`config.mk`:
```
export PLATFORM = sky130hd
export DESIGN_NAME = cm_accum_dump
export DESIGN_NICKNAME = d
export VERILOG_FILES = /design/src/rtl/cm_accum_dump.sv
export SDC_FILE = /design/constraint.sdc
export NUM_CORES = 1
export LEC_CHECK = 0
export CAP_MARGIN = 20
export CORE_MARGIN = 2
export CORE_UTILIZATION = 61
export DETAILED_ROUTE_END_ITERATION = 10
export HOLD_SLACK_MARGIN = 0.03
export PLACE_DENSITY = 0.84
export SYNTH_ARGS = -nofsm -noshare
export SYNTH_HDL_FRONTEND = slang
export SYNTH_SLANG_ARGS = --single-unit
```
`constraint.sdc`:
```
create_clock -name clk -period 13.9 [get_ports clk]
set_input_delay 3.475 -clock clk [delete_from_list [all_inputs] [get_ports clk]]
set_output_delay 3.475 -clock clk [all_outputs]
set_load 0.01 [all_outputs]
```
`src/rtl/cm_accum_dump.sv`:
```
// cm_accum_dump: accumulate-and-dump stage on the complex multiplier output.
// Sums ACC_LEN accepted 17-bit signed I/Q products per frame. Each frame sum
// is rounded half up, arithmetically shifted right by SHIFT and saturated to
// 12-bit signed. The result is presented for exactly one cycle.
//
// Ports:
//   clk        - clock, rising edge
//   rst        - synchronous active-high reset
//   CM_en      - product valid
//   CM_out_i/q - signed 17-bit product, I/Q
//   sync_clr   - frame restart, drops any partial sum
//   acc_en     - one-cycle pulse per completed frame
//   acc_out_i/q- signed 12-bit frame result (0 when acc_en is low)
//   sat_i/q    - component was clipped (0 when acc_en is low)
//   sat_cnt    - number of clipped dumps, sticks at 0xFFFF
module cm_accum_dump #(
    parameter int unsigned ACC_LEN = 8,
    parameter int unsigned SHIFT   = 3
) (
    input  logic               clk,
    input  logic               rst,
    input  logic               CM_en,
    input  logic signed [16:0] CM_out_i,
    input  logic signed [16:0] CM_out_q,
    input  logic               sync_clr,
    output logic               acc_en,
    output logic signed [11:0] acc_out_i,
    output logic signed [11:0] acc_out_q,
    output logic               sat_i,
    output logic               sat_q,
    output logic        [15:0] sat_cnt
);

    if (ACC_LEN == 0 || ACC_LEN > 256 || SHIFT > 13) begin : g_param_err
        $error("cm_accum_dump: ACC_LEN must be 1..256 and SHIFT 0..13");
    end

    localparam logic [7:0] LastCnt = 8'(ACC_LEN - 1);
    // Half an output LSB; zero when no shift is applied.
    localparam logic signed [25:0] RndAdd = (SHIFT == 0) ? 26'sd0 : (26'sd1 <<< (SHIFT - 1));

    logic        [7:0]  cnt_q, cnt_d, cnt_eff;
    logic signed [24:0] acc_i_q, acc_i_d, acc_q_q, acc_q_d;
    logic signed [24:0] sum_i, sum_q;
    logic signed [24:0] dmp_i_q, dmp_i_d, dmp_q_q, dmp_q_d;
    logic               pend_q, pend_d;
    logic               acc_en_q, acc_en_d;
    logic signed [11:0] out_i_q, out_i_d, out_q_q, out_q_d;
    logic               sat_i_q, sat_i_d, sat_q_q, sat_q_d;
    logic        [15:0] sat_cnt_q, sat_cnt_d;
    logic        [12:0] rs_i, rs_q;

    // Returns {clipped, result}: round half up, shift, clip to 12-bit signed.
    function automatic logic [12:0] round_sat(input logic signed [24:0] v);
        logic signed [25:0] r;
        logic signed [25:0] s;
        r = $signed({v[24], v}) + RndAdd;
        s = r >>> SHIFT;
        if (s > 26'sd2047) begin
            return {1'b1, 12'h7FF};
        end else if (s < -26'sd2048) begin
            return {1'b1, 12'h800};
        end else begin
            return {1'b0, s[11:0]};
        end
    endfunction

    always_comb begin
        // sync_clr makes a same-cycle sample the first of a new frame.
        cnt_eff = sync_clr ? 8'd0 : cnt_q;
        sum_i   = ((cnt_eff == 8'd0) ? 25'sd0 : acc_i_q) + $signed({{8{CM_out_i[16]}}, CM_out_i});
        sum_q   = ((cnt_eff == 8'd0) ? 25'sd0 : acc_q_q) + $signed({{8{CM_out_q[16]}}, CM_out_q});

        cnt_d   = cnt_eff;
        acc_i_d = acc_i_q;
        acc_q_d = acc_q_q;
        dmp_i_d = dmp_i_q;
        dmp_q_d = dmp_q_q;
        pend_d  = 1'b0;

        if (CM_en) begin
            acc_i_d = sum_i;
            acc_q_d = sum_q;
            if (cnt_eff == LastCnt) begin
                dmp_i_d = sum_i;
                dmp_q_d = sum_q;
                pend_d  = 1'b1;
                cnt_d   = 8'd0;
            end else begin
                cnt_d = cnt_eff + 8'd1;
            end
        end

        rs_i     = round_sat(dmp_i_q);
        rs_q     = round_sat(dmp_q_q);
        acc_en_d = pend_q;
        out_i_d  = pend_q ? $signed(rs_i[11:0]) : 12'sd0;
        out_q_d  = pend_q ? $signed(rs_q[11:0]) : 12'sd0;
        sat_i_d  = pend_q & rs_i[12];
        sat_q_d  = pend_q & rs_q[12];

        sat_cnt_d = sat_cnt_q;
        if (acc_en_q && (sat_i_q || sat_q_q) && sat_cnt_q != 16'hFFFF) begin
            sat_cnt_d = sat_cnt_q + 16'd1;
        end
    end

    always_ff @(posedge clk) begin
        if (rst) begin
            cnt_q     <= '0;
            acc_i_q   <= '0;
            acc_q_q   <= '0;
            dmp_i_q   <= '0;
            dmp_q_q   <= '0;
            pend_q    <= 1'b0;
            acc_en_q  <= 1'b0;
            out_i_q   <= '0;
            out_q_q   <= '0;
            sat_i_q   <= 1'b0;
            sat_q_q   <= 1'b0;
            sat_cnt_q <= '0;
        end else begin
            cnt_q     <= cnt_d;
            acc_i_q   <= acc_i_d;
            acc_q_q   <= acc_q_d;
            dmp_i_q   <= dmp_i_d;
            dmp_q_q   <= dmp_q_d;
            pend_q    <= pend_d;
            acc_en_q  <= acc_en_d;
            out_i_q   <= out_i_d;
            out_q_q   <= out_q_d;
            sat_i_q   <= sat_i_d;
            sat_q_q   <= sat_q_d;
            sat_cnt_q <= sat_cnt_d;
        end
    end

    assign acc_en    = acc_en_q;
    assign acc_out_i = out_i_q;
    assign acc_out_q = out_q_q;
    assign sat_i     = sat_i_q;
    assign sat_q     = sat_q_q;
    assign sat_cnt   = sat_cnt_q;

endmodule

```
# ---- Yosys cells after proc, flatten, opt, wreduce, memory -nomap -nowiden
# Cells that the tools add are included.
# W data, S select, Z words.
dict set report op_classes {
  n_addsub 6
  n_mul 0
  n_div 0
  order_cmp 4
  n_eq_ne 2
  n_shift 0
  mux 10
  bitwise_logic 4
  reduce_logical 9
}
# operator count
set ops {}
lappend ops {{$add A25 B4 Y26 const B} 2}
lappend ops {{$mux W13} 4}
lappend ops {{$add A25 B17 Y25} 2}
lappend ops {{$mux W25} 2}
lappend ops {{$gt A23 B12 Y1 const B} 2}
lappend ops {{$lt A23 B12 Y1 const B} 2}
lappend ops {{$mux W8} 3}
lappend ops {{$add A16 B1 Y16 const B} 1}
lappend ops {{$ne A16 B16 Y1 const B} 1}
lappend ops {{$add A8 B1 Y8 const B} 1}
lappend ops {{$eq A8 B3 Y1 const B} 1}
lappend ops {{$logic_not A8 Y1} 1}
lappend ops {{$reduce_or A3 Y1} 2}
lappend ops {{$reduce_or A2 Y1} 2}
lappend ops {{$and A1 B1 Y1} 2}
lappend ops {{$logic_and A1 B1 Y1} 2}
lappend ops {{$not A1 Y1} 2}
lappend ops {{$reduce_and A2 Y1} 1}
lappend ops {{$logic_or A1 B1 Y1} 1}
lappend ops {{$mux W1} 1}
dict set report word_totals {
  reg_bits 152
  latchBits 0
  mem_bits_rw 0
  mem_bits_ro 0
  word_cells 49
  memories 0
}

# ---- Depth between registers and ports, before layout
# Gate-level depths: netlist of the first run.
dict set report depth {
  word_depth 5
  ltp_mapped 18
}

# ---- Worst setup path before layout of the first run
# Ideal clock, no wire load.
dict set report synth_timing {
  path_type {in2reg}
  startpoint {input sync_clr}
  endpoint {register dmp_q_q[22]}
  setup_ns 0.117
  arrival_ns 7.026
  t_required_ns 13.783
  path_slack_ns 6.756
  path_stages 18
  path_buffers 3
  path_cell_list {clkbuf_1 nor2b_1 inv_1 ha_1 nand2_1 nor2_1 clkbuf_1 clkbuf_1 nor2b_1 fa_1 a211oi_1 nor2_1 o21ai_1 o31ai_1 a22oi_1 a311oi_1 or3_1 a32o_1}
}
dict set report synth_via {
  elab_chain_len 4
}
# item line
set synth_rtl {}
lappend synth_rtl {{from (decl)} 25} ;# input logic sync_clr,
lappend synth_rtl {{$mux W8 (*)} 70} ;# cnt_eff = sync_clr ? 8'd0 : cnt_q;
lappend synth_rtl {{$logic_not A8 Y1} 72} ;# sum_q = ((cnt_eff == 8'd0) ? 25'sd0 : acc_q_q) + $signed({{8{CM_out_q[16]}}, CM_out_q});
lappend synth_rtl {{$mux W25} 72}
lappend synth_rtl {{$add A25 B17 Y25} 72}
lappend synth_rtl {{to (signal assigned)} 127} ;# dmp_q_q <= dmp_q_d;
lappend synth_rtl {{to (decl)} 45} ;# logic signed [24:0] dmp_i_q, dmp_i_d, dmp_q_q, dmp_q_d;
# Mark *: on every way between the ends. The rest lies on a longest branch, timed or not.
# A chain may end at the register's enable or synchronous reset.

# ---- Worst setup path in the final report of the first run
# Ends and elaborated chain as after synthesis.

==> flow_metrics.tcl, run 1 <==
set metrics [dict create \
    fmax_mhz 131.1 \
    status "finished, final reports clean" \
    place.port_buffers 80 \
    yosysTopAreaCellShare_pct 32.51 \
    clk_pin_slew_ns 0.06 \
    netlist_instances 1119 \
    diodes 0 \
    cts_setup_buffers 0 \
    ys_seq_area_share_pct 32.51 \
    area_growth_pct 16.07 \
    hp-start "acc_q_q[17]" \
    cp.required_ns 14.22 \
    holdBufCountCts 0 \
    hold_class "flop to flop" \
    die_y_um 126.2 \
    ant_nets 0 \
    clock_skew_ns 0.007423 \
    fin_crit_sh_pct 54.88 \
    vias_per_cell 6.117 \
    htreeDepth 4 \
    fin_crit_ns 7.628 \
    cts.sinks 148 \
    die_x_um 126.2 \
    cp_data_arrival_time_ns 7.95 \
    whs_ns 0.4613 \
    finalSetupViolations 0 \
    max-clock-path-buffers 2 \
    drtIter0Drc 806 \
    yosysMostFrequentCell "dfxtp_1" \
    wl_mm 22.00 \
    wl_per_cell_um 16.13 \
    end_kind "flop" \
    grt_use_met2_pct 43.45 \
    rr_endpoint "dmp_q_q[22]" \
    first_pass_iters 6 \
    drv_slew 0 \
    vdd_ir_drop_max_v 0.00007273 \
    cellPowerDensity_mw_per_mm2 98.29 \
    grt_pass1_vias 7606 \
    synthesis.area_mm2 0.009115 \
    syn_avg_cell_area_um2 8.146 \
    die_area_mm2 0.01594 \
    met3_usage_pct 5.268 \
    ys_seq_elements 148 \
    grt_usage_pct 28.06 \
    synth_commonest_cells "dfxtp_1 (148), nand2_1 (115), nor2_1 (100)" \
    clk_latency_ns 0.43 \
    yosys.area.top_type "dfxtp_1" \
    grt_pass1_wl_mm 37.05 \
    cts_root_buffer "clkbuf_16" \
    synth_cell_types 76 \
    cts_resized 0 \
    met1_usage_pct 39.77 \
    regToRegSetupSlack_ns 9.71 \
    min_delay_path_depth 2 \
    static-leakage-power_uw 0.004106 \
    reg2reg_from "cnt_q[0]" \
    num_io_pins 81 \
    yosys_warnings 0 \
    drt_drc_violations_left 0 \
    synth_nets 1212 \
    tritoncts "yes" \
    initial_utilization_pct 62.48 \
    path_class "primary input to flop" \
    setup_tns_ns 0 \
    synth_flop_cell "dfxtp_1" \
    async_reset_ff_share_pct 0 \
    top_usage_layer "met2" \
    place.gp.congestion 0.9159 \
    fin_nets 1261 \
    slew_headroom_pct 41.44 \
    hold-path-endpoint "acc_q_q[17]" \
    synthTopCellsByArea "dfxtp_1 (33%), ha_1 (7.3%), xnor2_1 (4.8%)" \
    coreArea_mm2 0.01459 \
    reg2regPathDepth 17 \
    cp-start-kind "primary input" \
    row_count 44 \
    hold_viol_final 0 \
    synth_enable_flop_cells 0 \
    cts_buffers 17 \
    vias 8344 \
    cap_violations 0 \
    grt_start_max_net_pins 72 \
    dp_hpwl_mm 15.24 \
    overflow 0 \
    antenna_found_initial 0 \
    worst_pin_slew_ns 0.8784 \
    drive_gt1_share_pct 5.763 \
    crit_fanout 48 \
    rsz0062_at_grt "false" \
]
kinds of logic after synthesis:
kind of cell	share of synthesized area, %
mux	3.624
compound gates	20.08
buf+inv	4.049
flops	32.51
fa+ha+maj	7.715
simple gates	24.24
xor+xnor	7.783
placed cells by master, fill, tap and decap left out, types with 13 or more instances in the layout:
master / count
ha_1: 53
clkbuf_16: 17
nor2b_1: 54
a21oi_1: 80
nor3_1: 17
nand2_1: 115
xor2_1: 31
a211oi_1: 17
nor2_1: 99
nand4_1: 19
o21ai_0: 53
nor4_1: 13
xnor2_1: 50
dfxtp_1: 148
inv_1: 28
and3_1: 19
nand3_1: 37
clkdlybuf4s50_1: 78
mux2i_1: 33
a21o_1: 18
sequential cells by signal, summed over array words and instances (netlist names):
name,flops
acc_i_q,25
acc_q_q,25
dmp_i_q,23
dmp_q_q,23
sat_cnt,16
acc_out_i,12
acc_out_q,12
cnt_q,8
acc_en,1
acc_en_d,1
sat_i,1
sat_q,1
through the flow:
stage	worst slack, ns	cells	instance area [um^2]	utilization [%]	total power [uW]
final	6.272	1364	10580	72.52	1040
after global routing	5.979	1364	10580	72.52	1076
after CTS	6.343	1363	10570	72.47	1041
after floorplan	6.756	1119	9115	-	522.3
after detailed placement	5.904	1332	9945	68.16	553.6
after global placement	6.024	1332	9945	68.16	550.5
power breakdown:
group	internal, uW	switching (uW)	total [uW]
sequential	435	4.73	440
combinational	45.2	62.3	107
clock	302	191	493
total	782	258	1040
metal layers:
metal	vias up	share of wire [%]
met5	-	0
met4	0	1.4
met3	26	5.7
met2	252	45
met1	3946	48
li1	4120	-
cell type report:
| class | instances | area [um^2] |
|---|---|---|
| tap | 184 | 230.2 |
| fill | 1145 | 4009 |
| clock buffer | 17 | 425.4 |
| clock inverter | 14 | 202.7 |
| multi-input combinational | 883 | 5796 |
| sequential | 148 | 2963 |
| timing repair buffer | 88 | 850.8 |
| inverter | 30 | 112.6 |
critical path, stage by stage:
cell	delay, ns
clkdlybuf4s50_1	0.68
nor2b_1	0.16
inv_1	0.09
ha_1	0.15
nand2_1	0.12
nor2_4	0.10
buf_4	0.48
nor2b_1	0.11
ha_1	0.23
fa_1	0.42
a211oi_1	0.24
nor2_1	0.13
o21ai_1	0.27
o31ai_1	0.16
a22oi_1	0.30
a311oi_1	0.19
or3_1	0.39
a32o_1	0.25
how the worst max path moves through the flow:
| stage | startpoint | end | slack (ns) | cells past startpoint |
|---|---|---|---|---|
| floorplan | sync_clr | dmp_q_q[22] | 6.76 | 18 |
| global placement | sync_clr | acc_i_q[22] | 6.02 | 18 |
| detailed placement | sync_clr | acc_i_q[22] | 5.90 | 18 |
| CTS | sync_clr | dmp_i_q[22] | 6.34 | 18 |
| global route | sync_clr | acc_q_q[22] | 5.98 | 18 |
| finish | sync_clr | dmp_q_q[22] | 6.27 | 18 |
Power figures use the tool's default switching activity.
==> run 2: changes to the inputs <==
--- a/config.mk
+++ b/config.mk
@@ -7,10 +7,10 @@
 export LEC_CHECK = 0
 export CAP_MARGIN = 20
 export CORE_MARGIN = 2
-export CORE_UTILIZATION = 61
+export CORE_UTILIZATION = 53
 export DETAILED_ROUTE_END_ITERATION = 10
 export HOLD_SLACK_MARGIN = 0.03
-export PLACE_DENSITY = 0.84
+export PLACE_DENSITY = 0.77
 export SYNTH_ARGS = -nofsm -noshare
 export SYNTH_HDL_FRONTEND = slang
 export SYNTH_SLANG_ARGS = --single-unit
==> constraint.sdc (replaced) <==
create_clock -name clk -period 6.82 [get_ports clk]
set_input_delay 1.705 -clock clk [delete_from_list [all_inputs] [get_ports clk]]
set_output_delay 1.705 -clock clk [all_outputs]
set_load 0.01 [all_outputs]
==> run 2 against run 1 <==
  * Clock skew rose by 0.0072 ns
  * Critical path depth did not move
  * Routed wire length fell by 0.70%
  * Cell area rose by 0.46%
  * Cell count rose by 2.5%
  * Combinational power rose by 110%
  * Core utilization fell by 8.9 points
  * Clock power rose by 100%
  * Non-clock buffer count rose by 1
  * Sequential share of layout area fell by 0.13 points
  * Hold slack improved by 0.0033 ns
==> flow_metrics.tcl, run 2 (synthesized netlist as in run 1, its figures left out) <==
set metrics [dict create \
    die_area_mm2 0.01826 \
    cts_setup_buffers 0 \
    grt_pass1_wl_mm 36.76 \
    crit_fanout 48 \
    hold_viol_final 0 \
    static-leakage-power_uw 0.004113 \
    die_y_um 135.1 \
    slew_headroom_pct 40.42 \
    tritoncts "yes" \
    clk_pin_slew_ns 0.06 \
    regToRegSetupSlack_ns 2.76 \
    grt_start_max_net_pins 69 \
    vias 8161 \
    cts_buffers 17 \
    fin_nets 1262 \
    drv_slew 0 \
    antenna_found_initial 0 \
    rr_endpoint "acc_i_q[22]" \
    vias_per_cell 5.838 \
    cts_root_buffer "clkbuf_16" \
    place.gp.congestion 0.9065 \
    clock_skew_ns 0.01462 \
    vdd_ir_drop_max_v 0.0001852 \
    layout_common_cells "dfxtp_1 (148), nand2_1 (115), nor2_1 (99)" \
    grt_usage_pct 24.55 \
    fin_crit_ns 5.739 \
    overflow 0 \
    htreeDepth 4 \
    max-clock-path-buffers 2 \
    path_class "primary input to flop" \
    cp-start-kind "primary input" \
    cts_resized 0 \
    setup_tns_ns 0 \
    worst_pin_slew_ns 0.8937 \
    finish.utilization_pct 63.64 \
    cp.required_ns 7.10 \
    fmax_mhz 174.2 \
    area_growth_pct 16.61 \
    hold-path-endpoint "acc_q_q[17]" \
    layout_commonest_cell "dfxtp_1" \
    die_x_um 135.1 \
    num_io_pins 81 \
    finalSetupViolations 0 \
    drive_gt1_share_pct 5.603 \
    diodes 0 \
    status "finished, final reports clean" \
    coreArea_mm2 0.01670 \
    reg2regPathDepth 17 \
    initial_utilization_pct 54.58 \
    wl_mm 21.85 \
    place.port_buffers 80 \
    grt_pass1_vias 7591 \
    fin_crit_sh_pct 84.15 \
    cap_violations 0 \
    clk_latency_ns 0.43 \
    first_pass_iters 5 \
    row_count 47 \
    holdBufCountCts 0 \
    reg_top3 "acc_i_q x25, acc_q_q x25" \
    dp_hpwl_mm 15.66 \
    cts.sinks 148 \
    reg2reg_from "cnt_q[0]" \
    rsz0062_at_grt "false" \
    n_fill_cell 1467 \
    cellPowerDensity_mw_per_mm2 198.9 \
    hold_class "flop to flop" \
    drt_drc_violations_left 0 \
    min_delay_path_depth 2 \
    end_kind "flop" \
    hp-start "acc_q_q[17]" \
    drtIter0Drc 648 \
    wl_per_cell_um 15.63 \
    cp_data_arrival_time_ns 6.02 \
    ant_nets 0 \
]
[run 2: changes by cell type in the layout (fill, tap and decap cells not counted), sizes merged]
cell / before / now
bufinv: 4 / 5
inv: 31 / 30
clkinv: 8 / 5
buf: 10 / 11
[run 2: worst max-delay path by stage]
stage | start | end | cells after the start
floorplan | sync_clr | dmp_q_q[22] | 18
global placement | sync_clr | acc_i_q[22] | 18
detailed placement | sync_clr | acc_i_q[22] | 18
CTS | sync_clr | acc_i_q[22] | 18
global route | sync_clr | dmp_q_q[22] | 18
finish | sync_clr | acc_i_q[22] | 18
[run 2: final cells by class]
type	instances	area, um^2	share of cell area, %
multi-input cells	883	5796	54.53
flip-flops and latches	148	2963	27.88
repair buffers	89	870.8	8.193
clock buffers	17	425.4	4.002
well taps	220	275.3	2.590
clock inverters	11	186.4	1.754
inverters	30	112.6	1.059
[run 2: metal layers]
metal  track usage (%)  part of all wire (%)  routed length (um)  vias to the layer above
met5                 0                     0                   0                        -
met4             6.597                   1.2                 256                        0
met3             4.489                   5.6                1228                       27
met2             38.92                    44                9707                      235
met1             34.48                    49               10650                     3781
li1                  -                     -                   -                     4118
[run 2: power breakdown]
group | total, uW | internal, uW | switching, uW
logic | 222 | 93.5 | 128
clock network | 995 | 638 | 357
registers | 897 | 887 | 9.41
[run 2: worst max-delay path: stages]
cell             delay, ns
clkdlybuf4s50_1       0.68
nor2b_1               0.17
inv_1                 0.09
ha_1                  0.14
nand2_1               0.11
nor2_4                0.13
buf_12                0.26
nor2b_1               0.08
ha_1                  0.21
fa_1                  0.44
a211oi_1              0.32
o21ai_1               0.15
a41oi_1               0.41
o31ai_1               0.19
a221o_1               0.35
o22ai_1               0.23
xor2_1                0.24
a211oi_1              0.10
[run 2: metrics by stage]
| step | worst slack [ns] | power, uW | hold slack (ns) | cell area (um^2) | std cells |
|---|---|---|---|---|---|
| 6_report | 1.081 | 2114 | 0.4646 | 10630 | 1398 |
| 5_1_grt | 0.6759 | 2188 | 0.4777 | 10630 | 1398 |
| 4_1_cts | 1.147 | 2125 | 0.4656 | 10630 | 1398 |
| 3_5_place_dp | 0.7204 | 1133 | 0.4578 | 10020 | 1370 |
| 3_3_place_gp | 0.8870 | 1129 | 0.4448 | 10010 | 1369 |
| 2_1_floorplan | 1.446 | 1065 | 0.4365 | 9115 | 1119 |
==> run 3: changes to the inputs <==
==> constraint.sdc (replaced) <==
create_clock -name clk -period 5.1 [get_ports clk]
set_input_delay 1.275 -clock clk [delete_from_list [all_inputs] [get_ports clk]]
set_output_delay 1.275 -clock clk [all_outputs]
set_load 0.01 [all_outputs]
==> run 3 against run 2 <==
  * Total power up 36%
  * Core utilization up 2.3 points
  * Sequential power up 34%
  * Critical path type unchanged
  * First-iteration DRC count up 1.4%
  * Cell area up 3.6%
  * Clock skew down 0.0047 ns
  * Highest routed layer unchanged
  * Register-to-register slack worse by 1.3 ns
  * Combinational power up 46%
  * Flip-flop and latch count unchanged
  * Hold slack worse by 0.0035 ns
  * Critical path depth unchanged
==> flow_metrics.tcl, run 3 (synthesized netlist as in run 1, its figures left out) <==
set metrics [dict create \
    place.port_buffers 80 \
    die_y_um 135.1 \
    max-clock-path-buffers 2 \
    regToRegSetupSlack_ns 1.44 \
    holdBufCountCts 0 \
    cts_resized 0 \
    fin_nets 1310 \
    sequentialPowerShare_pct 41.7 \
    end_kind "flop" \
    fin_ws_ns 0.3728 \
    drt_drc_violations_left 0 \
    vias 8440 \
    ant_nets 0 \
    cts.sinks 148 \
    cts_setup_buffers 0 \
    dp_hpwl_mm 16.29 \
    p_clk_share_pct 47.1 \
    path_class "primary input to flop" \
    power.total_uw 2881 \
    hold_class "flop to flop" \
    tritoncts "yes" \
    drtIter0Drc 657 \
    p_comb_share_pct 11.3 \
    diodes 0 \
    net-switching-power_uw 711.0 \
    die_x_um 135.1 \
    htreeDepth 4 \
    layout_commonest_cell "dfxtp_1" \
    cts_root_buffer "clkbuf_16" \
    static-leakage-power_uw 0.004350 \
    area_growth_pct 20.85 \
    drive_gt1_share_pct 9.512 \
    cellPowerDensity_mw_per_mm2 261.5 \
    overflow 0 \
    clk_latency_ns 0.43 \
    layout_common_cells "dfxtp_1 (148), nand2_1 (115), nor2_1 (99)" \
    first_pass_iters 5 \
    die_area_mm2 0.01826 \
    vdd_ir_drop_max_v 0.0002456 \
    whs_ns 0.4611 \
    clock_skew_ns 0.009955 \
    rsz0062_at_grt "false" \
    setup_tns_ns 0 \
    drv_slew 0 \
    place.gp.congestion 0.9296 \
    cp-start-kind "primary input" \
    clk_pin_slew_ns 0.06 \
    worst_pin_slew_ns 1.025 \
    sw_frac_of_total_pct 24.68 \
    slew_headroom_pct 31.63 \
    finish.utilization_pct 65.96 \
    reg_top3 "acc_i_q x25, acc_q_q x25" \
    cap_violations 0 \
    fin_crit_ns 4.727 \
    finalSetupViolations 0 \
    grt_pass1_wl_mm 37.87 \
    wl_mm 22.78 \
    crit_fanout 14 \
    grt_usage_pct 25.56 \
    antenna_found_initial 0 \
    wl_per_cell_um 15.71 \
    fin_crit_sh_pct 92.69 \
    row_count 47 \
    n_fill_cell 1424 \
    grt_pass1_vias 7823 \
    hold_viol_final 0 \
    cp_data_arrival_time_ns 5.08 \
    cp.required_ns 5.45 \
    coreArea_mm2 0.01670 \
    initial_utilization_pct 54.58 \
    fmax_mhz 211.5 \
    grt_start_max_net_pins 91 \
    num_io_pins 81 \
    cts_buffers 17 \
    place_ws_ns 0.001481 \
    p_int_uw 2170 \
    status "finished, final reports clean" \
    vias_per_cell 5.821 \
]
==> run 3: final cells by class <==
cell class / count / area [um^2] / area share (%)
clock buffer: 19 / 442.9 / 4.021
clock inverter: 13 / 195.2 / 1.772
inverter: 30 / 112.6 / 1.022
multi-input combinational: 883 / 5796 / 52.61
sequential: 148 / 2963 / 26.90
tap: 220 / 275.3 / 2.499
timing repair buffer: 137 / 1231 / 11.18
==> run 3: stage by stage <==
step | cell area [um^2] | cells
finish | 11020 | 1450
global route | 11020 | 1450
CTS | 11020 | 1450
detailed placement | 10380 | 1418
global placement | 10370 | 1417
floorplan | 9115 | 1119
==> run 3: final timing paths <==
check                    from     endpoint  cells after the start
setup / recovery     sync_clr  dmp_i_q[23]                     18
hold / removal    acc_q_q[17]  acc_q_q[17]                      2
setup reg to reg     cnt_q[4]  dmp_i_q[23]                     16
hold reg to reg   acc_q_q[17]  acc_q_q[17]                      2
==> run 3: per-layer routing <==
layer  wire length, um  part of all wire [%]  global-route usage, %
met4               369                   1.6                  8.391
met5                 0                     0                      0
met2              9974                    44                  39.28
met3              1194                   5.2                  3.966
met1             11240                    49                  36.80
==> run 3: power by group through the flow <==
stage | Sequential [uW] | Combinational [uW] | Clock (uW)
2_1_floorplan | 1220 | 203 | 0
3_3_place_gp | 1220 | 311 | 0
3_5_place_dp | 1220 | 318 | 0
4_1_cts | 1200 | 320 | 1380
5_1_grt | 1200 | 353 | 1430
6_report | 1200 | 325 | 1360
==> run 3: critical path, cell delays in order <==
cell	delay (ns)
clkdlybuf4s50_1	0.54
nand2b_1	0.15
ha_1	0.15
nand2_1	0.10
nor2_4	0.18
buf_4	0.25
nor2b_1	0.08
ha_1	0.34
nand2_1	0.08
or3_1	0.40
a2111oi_2	0.36
buf_4	0.19
o41ai_1	0.08
buf_4	0.17
o21ai_1	0.19
mux2i_1	0.25
o21ai_0	0.12
a21oi_1	0.17
